File: config.mk
export PLATFORM = sky130hd
export DESIGN_NAME = morse_text_display
export DESIGN_NICKNAME = d
export VERILOG_FILES = /design/src/rtl/morse_text_display.sv
export SDC_FILE = /design/constraint.sdc
export NUM_CORES = 1
export LEC_CHECK = 0
export CORE_UTILIZATION = 63
export CTS_CLUSTER_SIZE = 40
export DETAILED_ROUTE_END_ITERATION = 10
export PLACE_DENSITY = 0.81
export SYNTH_ARGS = -nofsm -noshare
export SYNTH_HDL_FRONTEND = slang
export SYNTH_SLANG_ARGS = --single-unit
File: constraint.sdc
create_clock -name clk -period 11.6 [get_ports clk]
set_input_delay 1.16 -clock clk [delete_from_list [all_inputs] [get_ports clk]]
set_output_delay 1.16 -clock clk [all_outputs]
set_load 0.05 [all_outputs]
File: src/rtl/morse_text_display.sv
`default_nettype none
// ============================================================================
// Module      : morse_text_display
// Description : Stores decoded Morse characters in a circular message buffer
//               and drives NUM_DIGITS active-low seven-segment digits.
//               The message is shown newest-right in typing mode, or as a
//               marquee in scroll mode.
//
// Ports
//   clk        : system clock
//   reset_n    : asynchronous active-low reset
//   char_valid : single-cycle strobe, char_code holds a new character
//   char_code  : character code (0-9 digits, 10-35 A-Z, >=36 blank)
//   clear      : synchronous buffer clear (wins over char_valid)
//   scroll_en  : 1 = scroll mode, 0 = typing mode (level)
//   seg_out    : active-low segments, digit k at [7k+6:7k], order gfedcba
//   count      : number of stored characters
//   overflow   : sticky flag, a character was dropped
//
// Revision    : 1.0 - initial release
// ============================================================================
module morse_text_display #(
    parameter int NUM_DIGITS = 6,
    parameter int CODE_W     = 6,
    parameter int DEPTH      = 16,
    parameter int SCROLL_DIV = 25000000
) (
    input  logic                         clk,
    input  logic                         reset_n,
    input  logic                         char_valid,
    input  logic [CODE_W-1:0]            char_code,
    input  logic                         clear,
    input  logic                         scroll_en,
    output logic [7*NUM_DIGITS-1:0]      seg_out,
    output logic [$clog2(DEPTH+1)-1:0]   count,
    output logic                         overflow
);

    localparam int c_cnt_w  = $clog2(DEPTH + 1);
    localparam int c_ptr_w  = (DEPTH > 1) ? $clog2(DEPTH) : 1;
    localparam int c_len_w  = $clog2(DEPTH + NUM_DIGITS + 1);
    // One extra bit so sums of two in-range indices never wrap.
    localparam int c_ar_w   = c_len_w + 1;
    localparam int c_tick_w = (SCROLL_DIV > 1) ? $clog2(SCROLL_DIV) : 1;

    // ------------------------------------------------------------------
    // State
    // ------------------------------------------------------------------
    logic [CODE_W-1:0]       r_mem [DEPTH];
    logic [c_ptr_w-1:0]      r_wr_ptr;   // next free slot
    logic [c_ptr_w-1:0]      r_rd_ptr;   // oldest stored character
    logic [c_cnt_w-1:0]      r_count;
    logic                    r_overflow;
    logic [c_len_w-1:0]      r_pos;
    logic [c_tick_w-1:0]     r_tick;
    logic                    r_scroll_d; // scroll state seen last cycle
    logic [7*NUM_DIGITS-1:0] r_seg;

    logic                    w_write;
    logic                    w_full;
    logic                    w_scroll;
    logic [c_len_w-1:0]      w_len;
    logic                    w_tick_last;
    logic                    w_pos_last;
    logic [7*NUM_DIGITS-1:0] w_next_seg;

    assign seg_out  = r_seg;
    assign count    = r_count;
    assign overflow = r_overflow;

    assign w_write     = char_valid & ~clear;
    assign w_full      = (r_count == c_cnt_w'(DEPTH));
    assign w_len       = c_len_w'(r_count) + c_len_w'(NUM_DIGITS);
    assign w_scroll    = scroll_en && (r_count > c_cnt_w'(NUM_DIGITS));
    assign w_tick_last = (r_tick == c_tick_w'(SCROLL_DIV - 1));
    assign w_pos_last  = (r_pos == (w_len - 1'b1));

    function automatic logic [c_ptr_w-1:0] ptr_inc(input logic [c_ptr_w-1:0] p);
        return (p == c_ptr_w'(DEPTH - 1)) ? '0 : p + 1'b1;
    endfunction

    // Active-high gfedcba glyph for a character code; unknown codes blank.
    function automatic logic [6:0] glyph(input logic [CODE_W-1:0] c);
        logic [6:0] g;
        case (int'(c))
            0:  g = 7'h3F;  1:  g = 7'h06;  2:  g = 7'h5B;  3:  g = 7'h4F;
            4:  g = 7'h66;  5:  g = 7'h6D;  6:  g = 7'h7D;  7:  g = 7'h07;
            8:  g = 7'h7F;  9:  g = 7'h6F;
            10: g = 7'h77;  11: g = 7'h7C;  12: g = 7'h39;  13: g = 7'h5E;
            14: g = 7'h79;  15: g = 7'h71;  16: g = 7'h3D;  17: g = 7'h76;
            18: g = 7'h30;  19: g = 7'h1E;  20: g = 7'h75;  21: g = 7'h38;
            22: g = 7'h37;  23: g = 7'h54;  24: g = 7'h5C;  25: g = 7'h73;
            26: g = 7'h67;  27: g = 7'h50;  28: g = 7'h6D;  29: g = 7'h78;
            30: g = 7'h3E;  31: g = 7'h1C;  32: g = 7'h2A;  33: g = 7'h49;
            34: g = 7'h6E;  35: g = 7'h5B;
            default: g = 7'h00;
        endcase
        return g;
    endfunction

    // ------------------------------------------------------------------
    // Per-digit character selection
    // Characters are addressed by sequence index s (0 = oldest), mapped
    // onto the circular buffer as (rd_ptr + s) mod DEPTH.
    // ------------------------------------------------------------------
    for (genvar k = 0; k < NUM_DIGITS; k++) begin : g_digit
        logic [c_ar_w-1:0]  w_t;
        logic [c_ar_w-1:0]  w_s;
        logic [c_ar_w-1:0]  w_sum;
        logic               w_vis;
        logic [c_ptr_w-1:0] w_idx;
        logic [6:0]         w_gly;

        always_comb begin
            w_t   = '0;
            w_s   = '0;
            w_vis = 1'b0;
            if (w_scroll) begin
                // Window onto S = message + NUM_DIGITS blanks, length L.
                // pos < L normally, so one conditional subtract suffices;
                // a transient pos >= L just shows blank until it wraps.
                w_t   = c_ar_w'(r_pos) + c_ar_w'(NUM_DIGITS - 1 - k);
                w_s   = (w_t >= c_ar_w'(w_len)) ? w_t - c_ar_w'(w_len) : w_t;
                w_vis = (w_s < c_ar_w'(r_count));
            end else begin
                // Digit k shows age k, i.e. sequence index count-1-k.
                w_s   = c_ar_w'(r_count) - c_ar_w'(k + 1);
                w_vis = (c_ar_w'(k) < c_ar_w'(r_count));
            end
            w_sum = c_ar_w'(r_rd_ptr) + w_s;
            if (w_sum >= c_ar_w'(DEPTH)) begin
                w_sum = w_sum - c_ar_w'(DEPTH);
            end
            w_idx = w_sum[c_ptr_w-1:0];
            w_gly = w_vis ? glyph(r_mem[w_idx]) : 7'h00;
        end

        assign w_next_seg[7*k +: 7] = ~w_gly;
    end

    // ------------------------------------------------------------------
    // Message storage (no reset needed: entries beyond count are ignored)
    // ------------------------------------------------------------------
    always_ff @(posedge clk) begin
        if (w_write) begin
            r_mem[r_wr_ptr] <= char_code;
        end
    end

    // ------------------------------------------------------------------
    // Buffer bookkeeping, scroll timing and registered segment output
    // ------------------------------------------------------------------
    always_ff @(posedge clk or negedge reset_n) begin
        if (!reset_n) begin
            r_wr_ptr   <= '0;
            r_rd_ptr   <= '0;
            r_count    <= '0;
            r_overflow <= 1'b0;
            r_pos      <= '0;
            r_tick     <= '0;
            r_scroll_d <= 1'b0;
            r_seg      <= '1;
        end else begin
            r_seg      <= w_next_seg;
            r_scroll_d <= w_scroll;

            if (clear) begin
                r_wr_ptr   <= '0;
                r_rd_ptr   <= '0;
                r_count    <= '0;
                r_overflow <= 1'b0;
            end else if (w_write) begin
                r_wr_ptr <= ptr_inc(r_wr_ptr);
                if (w_full) begin
                    // Drop the oldest entry to make room.
                    r_rd_ptr   <= ptr_inc(r_rd_ptr);
                    r_overflow <= 1'b1;
                end else begin
                    r_count <= r_count + 1'b1;
                end
            end

            // Typing mode and the first scroll cycle both pin the marquee
            // to its start.
            if (clear || !w_scroll || !r_scroll_d) begin
                r_pos  <= '0;
                r_tick <= '0;
            end else begin
                r_tick <= w_tick_last ? '0 : r_tick + 1'b1;
                if (r_pos >= w_len) begin
                    r_pos <= '0;
                end else if (w_tick_last) begin
                    r_pos <= w_pos_last ? '0 : r_pos + 1'b1;
                end
            end
        end
    end

endmodule
`default_nettype wire

# ---- Yosys cells after proc, flatten, opt, wreduce, memory -nomap -nowiden
# Memories as Yosys holds them, arrays and structs flattened.
# Cells that the tools add are included.
dict set report classes {
  add_sub_neg 36
  magnitude_cmp 26
  n_eq_ne 6
  muxes 51
  n_bitwise 8
  reduce_logical 10
}
# operator n
set op_table {}
lappend op_table {{2-to-1 mux 6 bit} 12}
lappend op_table {{2-to-1 mux 4 bit} 13}
lappend op_table {{2-to-1 mux 25 bit} 2}
lappend op_table {{2-to-1 mux 7 bit} 6}
lappend op_table {{inverter 7 bit} 6}
lappend op_table {{adder 4 x 6 -> 6 bit} 6}
lappend op_table {{>= comparator 6 x 5 -> 1 bit, second input constant} 6}
lappend op_table {{< comparator 6 x 5 -> 1 bit} 6}
lappend op_table {{2-to-1 mux 5 bit} 7}
lappend op_table {{>= comparator 6 x 5 -> 1 bit} 5}
lappend op_table {{subtractor 6 x 5 -> 6 bit} 5}
lappend op_table {{adder 25 x 1 -> 25 bit, second input constant} 1}
lappend op_table {{== test 25 bit, second input constant} 1}
lappend op_table {{subtractor 4 x 1 -> 4 bit, second input constant} 6}
lappend op_table {{subtractor 5 x 3 -> 6 bit, second input constant} 3}
lappend op_table {{adder 5 x 2 -> 6 bit, second input constant} 2}
lappend op_table {{adder 5 x 3 -> 6 bit, second input constant} 2}
lappend op_table {{subtractor 5 x 2 -> 6 bit, second input constant} 2}
lappend op_table {{2-to-1 mux 1 bit} 11}
lappend op_table {{adder 5 x 1 -> 5 bit, second input constant} 2}
lappend op_table {{>= comparator 5 bit} 2}
lappend op_table {{< comparator 1 x 5 -> 1 bit, first input constant} 2}
lappend op_table {{< comparator 2 x 5 -> 1 bit, first input constant} 2}
lappend op_table {{< comparator 3 x 5 -> 1 bit, first input constant} 2}
lappend op_table {{other kinds (19)} 25}
dict set report totals {
  reg_bits 87
  mem_bits_rw 96
  romBits 2688
  input_bits 11
  out_inout_bits 48
  word_cells 152
  memories 7
}
# name words width read_ports rd_clocked_by_memory_dff wr line
set memory_table {}
lappend memory_table {{(name not given)} 64 7 1 0 0 85} ;# case (int'(c))
lappend memory_table {{(name not given)} 64 7 1 0 0 85}
lappend memory_table {{(name not given)} 64 7 1 0 0 85}
lappend memory_table {{(name not given)} 64 7 1 0 0 85}
lappend memory_table {{(name not given)} 64 7 1 0 0 85}
lappend memory_table {{(name not given)} 64 7 1 0 0 85}
lappend memory_table {{+1 memories} - - - - - -}

# ---- Longest topological paths before layout
# Gate-level depths: netlist of run 1.
# An unclocked memory read counts as a cell.
dict set report depth {
  word_depth 11
  ltp_mapped 31
  mapped_depth_nobuf 28
}

# ---- Worst setup path before layout of run 1
# Ideal clock, no wire load.
dict set report synth_path {
  path_type {register to register}
  start {register r_count[1], in the netlist count[1]}
  end {register r_seg[32], in the netlist seg_out[32]}
  setup_ps 92
  arrival_time_ps 8266
  required_ps 11508
  setup_slack_ps 3243
  path_stages_with_launch 31
  path_buffers 4
  synth_period_minus_slack_ps 8357
  cell_sequence {dfrtp_1 -> inv_1 -> ha_1 -> xnor2_2 -> inv_2 -> ha_1 -> a211o_1 -> or4_1 -> o21ai_0 -> or2_2 -> clkbuf_1 -> nor2_1 -> a21oi_1 -> a21oi_1 -> ha_1 -> clkbuf_1 -> buf_1 -> buf_1 -> mux4_2 -> nand2_1 -> nand2_1 -> nor3_1 -> o22ai_1 -> o221ai_1 -> nor2_1 -> inv_1 -> ha_1 -> mux2_2 -> a32o_1 -> a2111oi_2 -> o21ai_1}
}
dict set report synth_via {
  elab_chain_len 11
  word_cells_on_any_way 19
  classes_between {add/sub: 5; order compare: 5; mux: 5; bitwise: 1; reduce/logical: 1; memory: 2}
}
# item line
set synth_lines {}
lappend synth_lines {{start: declaration} 52} ;# logic [c_cnt_w-1:0] r_count;
lappend synth_lines {{start signal: assignment} 179} ;# r_count <= r_count + 1'b1;
lappend synth_lines {{adder 5 x 3 -> 5 bit} 73} ;# assign w_len = c_len_w'(r_count) + c_len_w'(NUM_DIGITS);
lappend synth_lines {{subtractor 6 x 5 -> 6 bit / >= comparator 6 x 5 -> 1 bit (equally long branches)} 123} ;# w_s = (w_t >= c_ar_w'(w_len)) ? w_t - c_ar_w'(w_len) : w_t;
lappend synth_lines {{2-to-1 mux 6 bit} 123}
lappend synth_lines {{2-to-1 mux 6 bit} 118} ;# if (w_scroll) begin
lappend synth_lines {{adder 4 x 6 -> 6 bit} 130} ;# w_sum = c_ar_w'(r_rd_ptr) + w_s;
lappend synth_lines {{>= comparator 6 x 5 -> 1 bit / subtractor 4 x 1 -> 4 bit (equally long branches)} {131, 132}}
lappend synth_lines {{2-to-1 mux 4 bit} 131} ;# if (w_sum >= c_ar_w'(DEPTH)) begin
lappend synth_lines {{memory (16 x 6 bit)} -}
lappend synth_lines {{memory (64 x 7 bit)} -}
lappend synth_lines {{2-to-1 mux 7 bit (*)} 135} ;# w_gly = w_vis ? glyph(r_mem[w_idx]) : 7'h00;
lappend synth_lines {{inverter 7 bit (*)} 138} ;# assign w_next_seg[7*k +: 7] = ~w_gly;
lappend synth_lines {{named net w_next_seg[32]} 65} ;# logic [7*NUM_DIGITS-1:0] w_next_seg;
lappend synth_lines {{end signal: assignment} 164} ;# r_seg <= w_next_seg;
lappend synth_lines {{end: declaration} 57} ;# logic [7*NUM_DIGITS-1:0] r_seg;
# The timed path passes the listed nets; every way through them passes the cells marked *.
# A chain may end at the register's enable or synchronous reset.

# ---- Worst setup path after layout of run 1
# Ends and elaborated chain as after synthesis.

==> results of run 1 <==
-- logic make-up after synthesis --
| group | after synthesis |
|---|---|
| compound gates | 394 |
| xor+xnor | 90 |
| fa+ha+maj | 152 |
| buf+inv | 191 |
| flops | 183 |
| mux | 279 |
| simple gates | 528 |
-- worst min-delay path by stage --
stage	startpoint	to	slack, ns	cells after the start
after floorplan	r_tick[0]	r_tick[0]	0.45	1
after global placement	r_tick[0]	r_tick[0]	0.46	1
after detailed placement	r_tick[0]	r_tick[0]	0.47	1
after CTS	r_tick[0]	r_tick[0]	0.48	1
after global routing	r_tick[0]	r_tick[0]	0.49	1
final	r_tick[0]	r_tick[0]	0.49	1
-- cell type report --
| cell class | count | area, µm² | share of cell area (%) |
|---|---|---|---|
| clock buffers | 17 | 425 | 2.12 |
| multi-input cells | 1443 | 12700 | 63.3 |
| clock inverters | 15 | 190 | 0.948 |
| flip-flops and latches | 183 | 5110 | 25.5 |
| repair buffers | 85 | 781 | 3.89 |
| well taps | 384 | 480 | 2.39 |
| inverters | 98 | 368 | 1.83 |
-- cells in the mapped netlist (12+ instances only) --
master / n / area share, %
nor2_1: 159 / 3.2
dfstp_2: 42 / 5.9
o221ai_1: 12 / 0.57
edfxtp_1: 96 / 16
dfrtp_1: 45 / 6.1
clkbuf_1: 63 / 1.3
inv_1: 95 / 1.9
and2_1: 12 / 0.40
o31ai_1: 13 / 0.53
nor2b_1: 17 / 0.57
mux4_2: 148 / 18
a31oi_1: 13 / 0.44
a211oi_1: 21 / 0.85
buf_1: 15 / 0.30
o211ai_1: 21 / 0.85
nand2_1: 153 / 3.1
nor3_1: 31 / 0.84
xor2_1: 37 / 1.7
a21oi_1: 98 / 2.6
mux2i_1: 94 / 5.1
and3_1: 16 / 0.54
o21ai_0: 69 / 1.9
nand3_1: 47 / 1.3
xnor2_1: 49 / 2.3
nand2b_1: 21 / 0.71
ha_1: 137 / 9.2
or3_1: 12 / 0.40
mux2_2: 33 / 2.0
a21o_1: 12 / 0.49
-- power breakdown --
part           internal [mW]  leakage [nW]  total [mW]  switching, mW
Clock                  0.295         0.295       0.603          0.308
Combinational          0.438          5.57        1.11          0.670
Sequential             0.711          1.93       0.724         0.0128
Total                   1.44          7.80        2.44          0.991
-- critical path, cell delays in order, from the launching register on --
cell	delay, ns
dfrtp_1	0.80
inv_1	0.56
ha_1	0.44
xnor2_2	0.50
inv_2	0.24
ha_1	0.38
a211o_1	0.31
or4_1	0.41
o21ai_0	0.20
or2_2	0.29
mux2i_1	0.24
a21oi_1	0.12
ha_1	0.29
a21o_1	0.18
a21oi_1	0.35
xor2_1	0.89
nor2_1	0.11
mux2_4	0.31
nor2_2	0.25
mux2_2	0.38
o21ai_1	0.82
nor2_1	0.28
a32o_1	0.31
a2111oi_2	0.33
o21ai_1	0.11
-- flip-flops by register name, indices dropped and copies added, names as in the netlist --
| register | flops |
|---|---|
| r_pos | 5 |
| seg_out | 42 |
| overflow | 1 |
| count | 5 |
| r_scroll_d | 1 |
| r_rd_ptr | 4 |
| r_tick | 25 |
| r_mem | 96 |
| r_wr_ptr | 4 |
-- stage by stage --
stage / power [mW] / hold WS (ns) / setup slack, ns / area (µm²)
after floorplan: 1.56 / 0.448 / 3.24 / 18600
after global placement: 1.79 / 0.463 / 2.87 / 19500
after detailed placement: 1.81 / 0.474 / 2.69 / 19500
after CTS: 2.42 / 0.484 / 2.58 / 20100
after global routing: 2.55 / 0.491 / 1.81 / 20100
final: 2.44 / 0.486 / 2.36 / 20100
-- layer usage --
layer | up-vias | wire (µm) | global-route usage, %
met5 | - | 0 | 0
met3 | 169 | 6650 | 8.27
li1 | 6963 | - | -
met2 | 1126 | 23600 | 53.4
met4 | 0 | 2160 | 16.0
met1 | 7604 | 20600 | 49.5
==> run summary, run 1 <==
status -> finished clean
cell row count -> 62
Post-Route WL -> 52900 µm
simple-gate share of the synthesized area -> 13.5%
initial antenna violation count -> 0
Synth Area in Compound Gates -> 14.5%
cell area after synthesis -> 0.0186 mm²
r2r endpoint -> seg_out[32]
Slew headroom -> 18.8%
worst setup path endpoint -> seg_out[32]
Data required, critical path -> 11.97 ns
asr flop ratio synth -> 47.5%
Pwr Density -> 121 mW/mm²
routed len/inst -> 23.8 µm
CTS Sinks -> 183
RSZ-0062 raised after global routing -> false
Worst R2R Start -> count[1]
CTS H-tree lvls -> 4
synthesized net count -> 1975
Post-Place Cells -> 2193
Horiz. Die Dim -> 174 µm
Worst Setup SP -> count[1]
critical path peak fanout -> 17
CP endpoint kind -> flip-flop
IO Port Bufs -> 58
Synth-to-Final Area Change -> 8.11%
ys flop type -> edfxtp_1
synth unique cells -> 94
layout filler cell count -> 2132
main combinational cell family by area after synthesis -> multiplexers
fraction of layout cells with a size suffix above 1 -> 17.0%
most frequent cells in the layout -> nor2_1 (159), nand2_1 (153), mux4_2 (148), ha_1 (137), a21oi_1 (98)
Final Core Density -> 69.5%
Starting Density -> 64.3%
flops & latches, synth -> 183
vias in the first global route -> 15300
Detailed Place HPWL -> 39500 µm
post-synthesis mux area share -> 25.3%
CTS Root Cell -> clkbuf_16
residual DRC count -> 0
Final nets -> 1986
CTS resizes -> 0
ANT cells -> 0
I/O pins -> 59
largest net degree at the start of global routing -> 49
GP Congestion -> 0.983
remaining antenna violation count -> 0
number of synthesized flops with an enable pin -> 96
sequential cell area fraction in the yosys report -> 27.5%
CTS tree -> done
final setup skew -> 0.0222 ns
final slew viol count -> 0
via/cell ratio -> 7.13
crit path time final -> 9.24 ns
LEAKAGE -> 7.80 nW
Fin. Hold Viols -> 0
commonest non-fill, non-tap cell in the layout -> nor2_1
Setup TNS Final -> 0 ns
Reg clk slew, reported paths -> 0.08 ns
die area -> 0.0302 mm²
CTS Buf Count -> 17
CP Class -> flip-flop to flip-flop
cell count after synthesis -> 1817
Synth Area in Adders -> 10.6%
Yosys warning count -> 0
peak supply drop -> 0.000139 V
Post-Synth XOR/XNOR Area -> 4.49%
Pre-Repair DR Iteration Count -> 6
Worst EP arrival -> 9.60 ns
Max Fclk -> 0.108 GHz
startpoint types -> flip-flop
first-pass GRT wire length -> 83500 µm
grt ovf -> 0
core area -> 0.0289 mm²
hold buffers post-CTS -> 0
syn_area_per_cell -> 10.2 µm²
max-cap violation count -> 0
number of setup buffers added after CTS -> 0
Slew @ Worst Pin -> 1.22 ns
worst skew pair latency -> 0.48 ns
Iter 0 DRT Violations -> 2325
aggregate global-route resource usage -> 35.6%
clock buffer depth -> 2
final cell count without fillers -> 2225
R2R cell count -> 24
vias -> 15900
hold crit path type -> flip-flop to flip-flop
final setup vio count -> 0
R2R setup slack -> 2.36 ns
Die Y -> 174 µm
post-route clock period utilization -> 79.6%
No activity file was read; power rests on OpenSTA's default activity.
==> run 2: changes to the inputs <==
--- a/config.mk
+++ b/config.mk
@@ -5,10 +5,10 @@
 export SDC_FILE = /design/constraint.sdc
 export NUM_CORES = 1
 export LEC_CHECK = 0
-export CORE_UTILIZATION = 63
+export CORE_UTILIZATION = 58
 export CTS_CLUSTER_SIZE = 40
 export DETAILED_ROUTE_END_ITERATION = 10
-export PLACE_DENSITY = 0.81
+export PLACE_DENSITY = 0.79
 export SYNTH_ARGS = -nofsm -noshare
 export SYNTH_HDL_FRONTEND = slang
 export SYNTH_SLANG_ARGS = --single-unit
==> constraint.sdc (replaced) <==
create_clock -name clk -period 7.6 [get_ports clk]
set_input_delay 0.76 -clock clk [delete_from_list [all_inputs] [get_ports clk]]
set_output_delay 0.76 -clock clk [all_outputs]
set_load 0.05 [all_outputs]
==> run 2 against run 1 <==
Effect of this change: register-to-register slack worse by 2.0 ns; die area rose by 8.5%; clock skew grew 0.0064 ns; final area rose by 1.8%; utilization is 4.8 points lower; routed wire length up 2.1%; critical path depth decreased by 3; via count is 0.16% higher; total power increased by 55%; global-route usage shrank 2.0 points; sequential cell count stayed put; clock power increased by 54%; largest cell class unchanged; highest routed layer unchanged.
==> run summary, run 2 (same netlist as run 1, synthesis figures left out) <==
critical path peak fanout -> 15
grt ovf -> 0
worst skew pair latency -> 0.47 ns
routed len/inst -> 23.7 µm
most frequent cells in the layout -> nor2_1 (158), nand2_1 (153), mux4_2 (148), ha_1 (137), a21oi_1 (98)
via/cell ratio -> 6.96
largest reg by FF count -> r_mem
CTS resizes -> 0
CTS Buf Count -> 17
final setup skew -> 0.0286 ns
status -> finished clean
Slew @ Worst Pin -> 1.11 ns
CP endpoint kind -> flip-flop
Fin. Hold Viols -> 0
IO Port Bufs -> 58
Worst Setup SP -> r_pos[0]
I/O pins -> 59
CTS H-tree lvls -> 4
Starting Density -> 58.8%
Worst EP arrival -> 7.60 ns
peak supply drop -> 0.000400 V
Detailed Place HPWL -> 41200 µm
GP Congestion -> 0.981
Iter 0 DRT Violations -> 1770
RSZ-0062 raised after global routing -> false
largest net degree at the start of global routing -> 57
Horiz. Die Dim -> 181 µm
hold crit path type -> input pin to async pin
ANT cells -> 0
clock buffer depth -> 2
CTS Sinks -> 183
post-route clock period utilization -> 95.0%
Setup TNS Final -> 0 ns
number of setup buffers added after CTS -> 0
Reg clk slew, reported paths -> 0.07 ns
Pwr Density -> 185 mW/mm²
CP Class -> flip-flop to flip-flop
Slew headroom -> 24.0%
Data required, critical path -> 7.98 ns
critical-path cell list -> inv_1, ha_1, fa_1, or4_1, o21ai_0, or2_2, mux2i_1, a21oi_1, ha_1, a21o_1, a21oi_1, xnor2_1, nor3_1, mux2_4, nor2_2, mux2_2, o21ai_1, inv_1, a32o_1, a2111oi_2, o21ai_1
vias in the first global route -> 15300
CTS tree -> done
max-cap violation count -> 0
Final nets -> 2026
Setup Slack @ Placement -> 0.323 ns
initial antenna violation count -> 0
final setup vio count -> 0
CP max-delay cell -> dfrtp_1
first-pass GRT wire length -> 85400 µm
startpoint types -> flip-flop
remaining antenna violation count -> 0
Final WS setup -> 0.378 ns
LEAKAGE -> 7.99 nW
residual DRC count -> 0
commonest non-fill, non-tap cell in the layout -> nor2_1
CTS Root Cell -> clkbuf_16
max reg flops -> 96
R2R cell count -> 21
hold buffers post-CTS -> 0
r2r endpoint -> seg_out[32]
R2R setup slack -> 0.38 ns
Synth-to-Final Area Change -> 10.0%
Pre-Repair DR Iteration Count -> 6
CP top delay family -> compound AO/OA/AOI/OAI gates
CP max stage delay -> 0.67 ns
Crit path depth -> 21
crit path time final -> 7.22 ns
Max Fclk -> 0.138 GHz
vias -> 15900
core area -> 0.0316 mm²
final slew viol count -> 0
Die Y -> 181 µm
worst setup path endpoint -> seg_out[32]
cell row count -> 65
WP buf/inv -> 2
die area -> 0.0327 mm²
Final Core Density -> 64.7%
aggregate global-route resource usage -> 33.6%
fraction of layout cells with a size suffix above 1 -> 19.1%
Worst R2R Start -> r_pos[0]
Post-Route WL -> 54000 µm
run 2: changes by cell type in the layout (fill, tap and decap cells not counted), sizes merged:
| cell | previous run | this run |
|---|---|---|
| buf | 28 | 68 |
| bufinv | 0 | 2 |
| clkbuf | 17 | 18 |
| clkinv | 6 | 3 |
| clkinvlp | 1 | 2 |
| inv | 106 | 105 |
run 2: layout make-up:
| cell class | count | area (µm²) |
|---|---|---|
| flip-flops and latches | 183 | 5120 |
| clock inverters | 14 | 176 |
| inverters | 98 | 372 |
| well taps | 402 | 503 |
| multi-input cells | 1443 | 12700 |
| repair buffers | 125 | 1090 |
| fillers | 2437 | 11100 |
| clock buffers | 18 | 429 |
run 2: metal layers:
metal,share of wire (%),global-route usage (%)
met1,39,45.8
met4,3.9,14.3
met3,12,7.52
met2,45,51.9
met5,0,0
run 2: metrics by stage:
step | area [µm²] | instances | hold WS [ns] | power, mW
after floorplan | 18600 | 1817 | 0.448 | 2.39
final | 20400 | 2283 | 0.245 | 3.77
after CTS | 20400 | 2283 | 0.245 | 3.74
after detailed placement | 19800 | 2251 | 0.484 | 2.81
after global routing | 20400 | 2283 | 0.267 | 3.95
after global placement | 19800 | 2251 | 0.464 | 2.78
run 2: how the worst min path moves through the flow:
stage,endpoint,cells after the start
after floorplan,r_tick[0],1
after global placement,r_tick[0],1
after detailed placement,r_tick[0],1
after CTS,count[1],1
after global routing,count[3],1
final,r_tick[5],1
run 2: power by group:
| part | internal [mW] | switching [mW] |
|---|---|---|
| Sequential | 1.09 | 0.0188 |
| Clock | 0.500 | 0.430 |
| Combinational | 0.700 | 1.04 |
| Total | 2.29 | 1.49 |
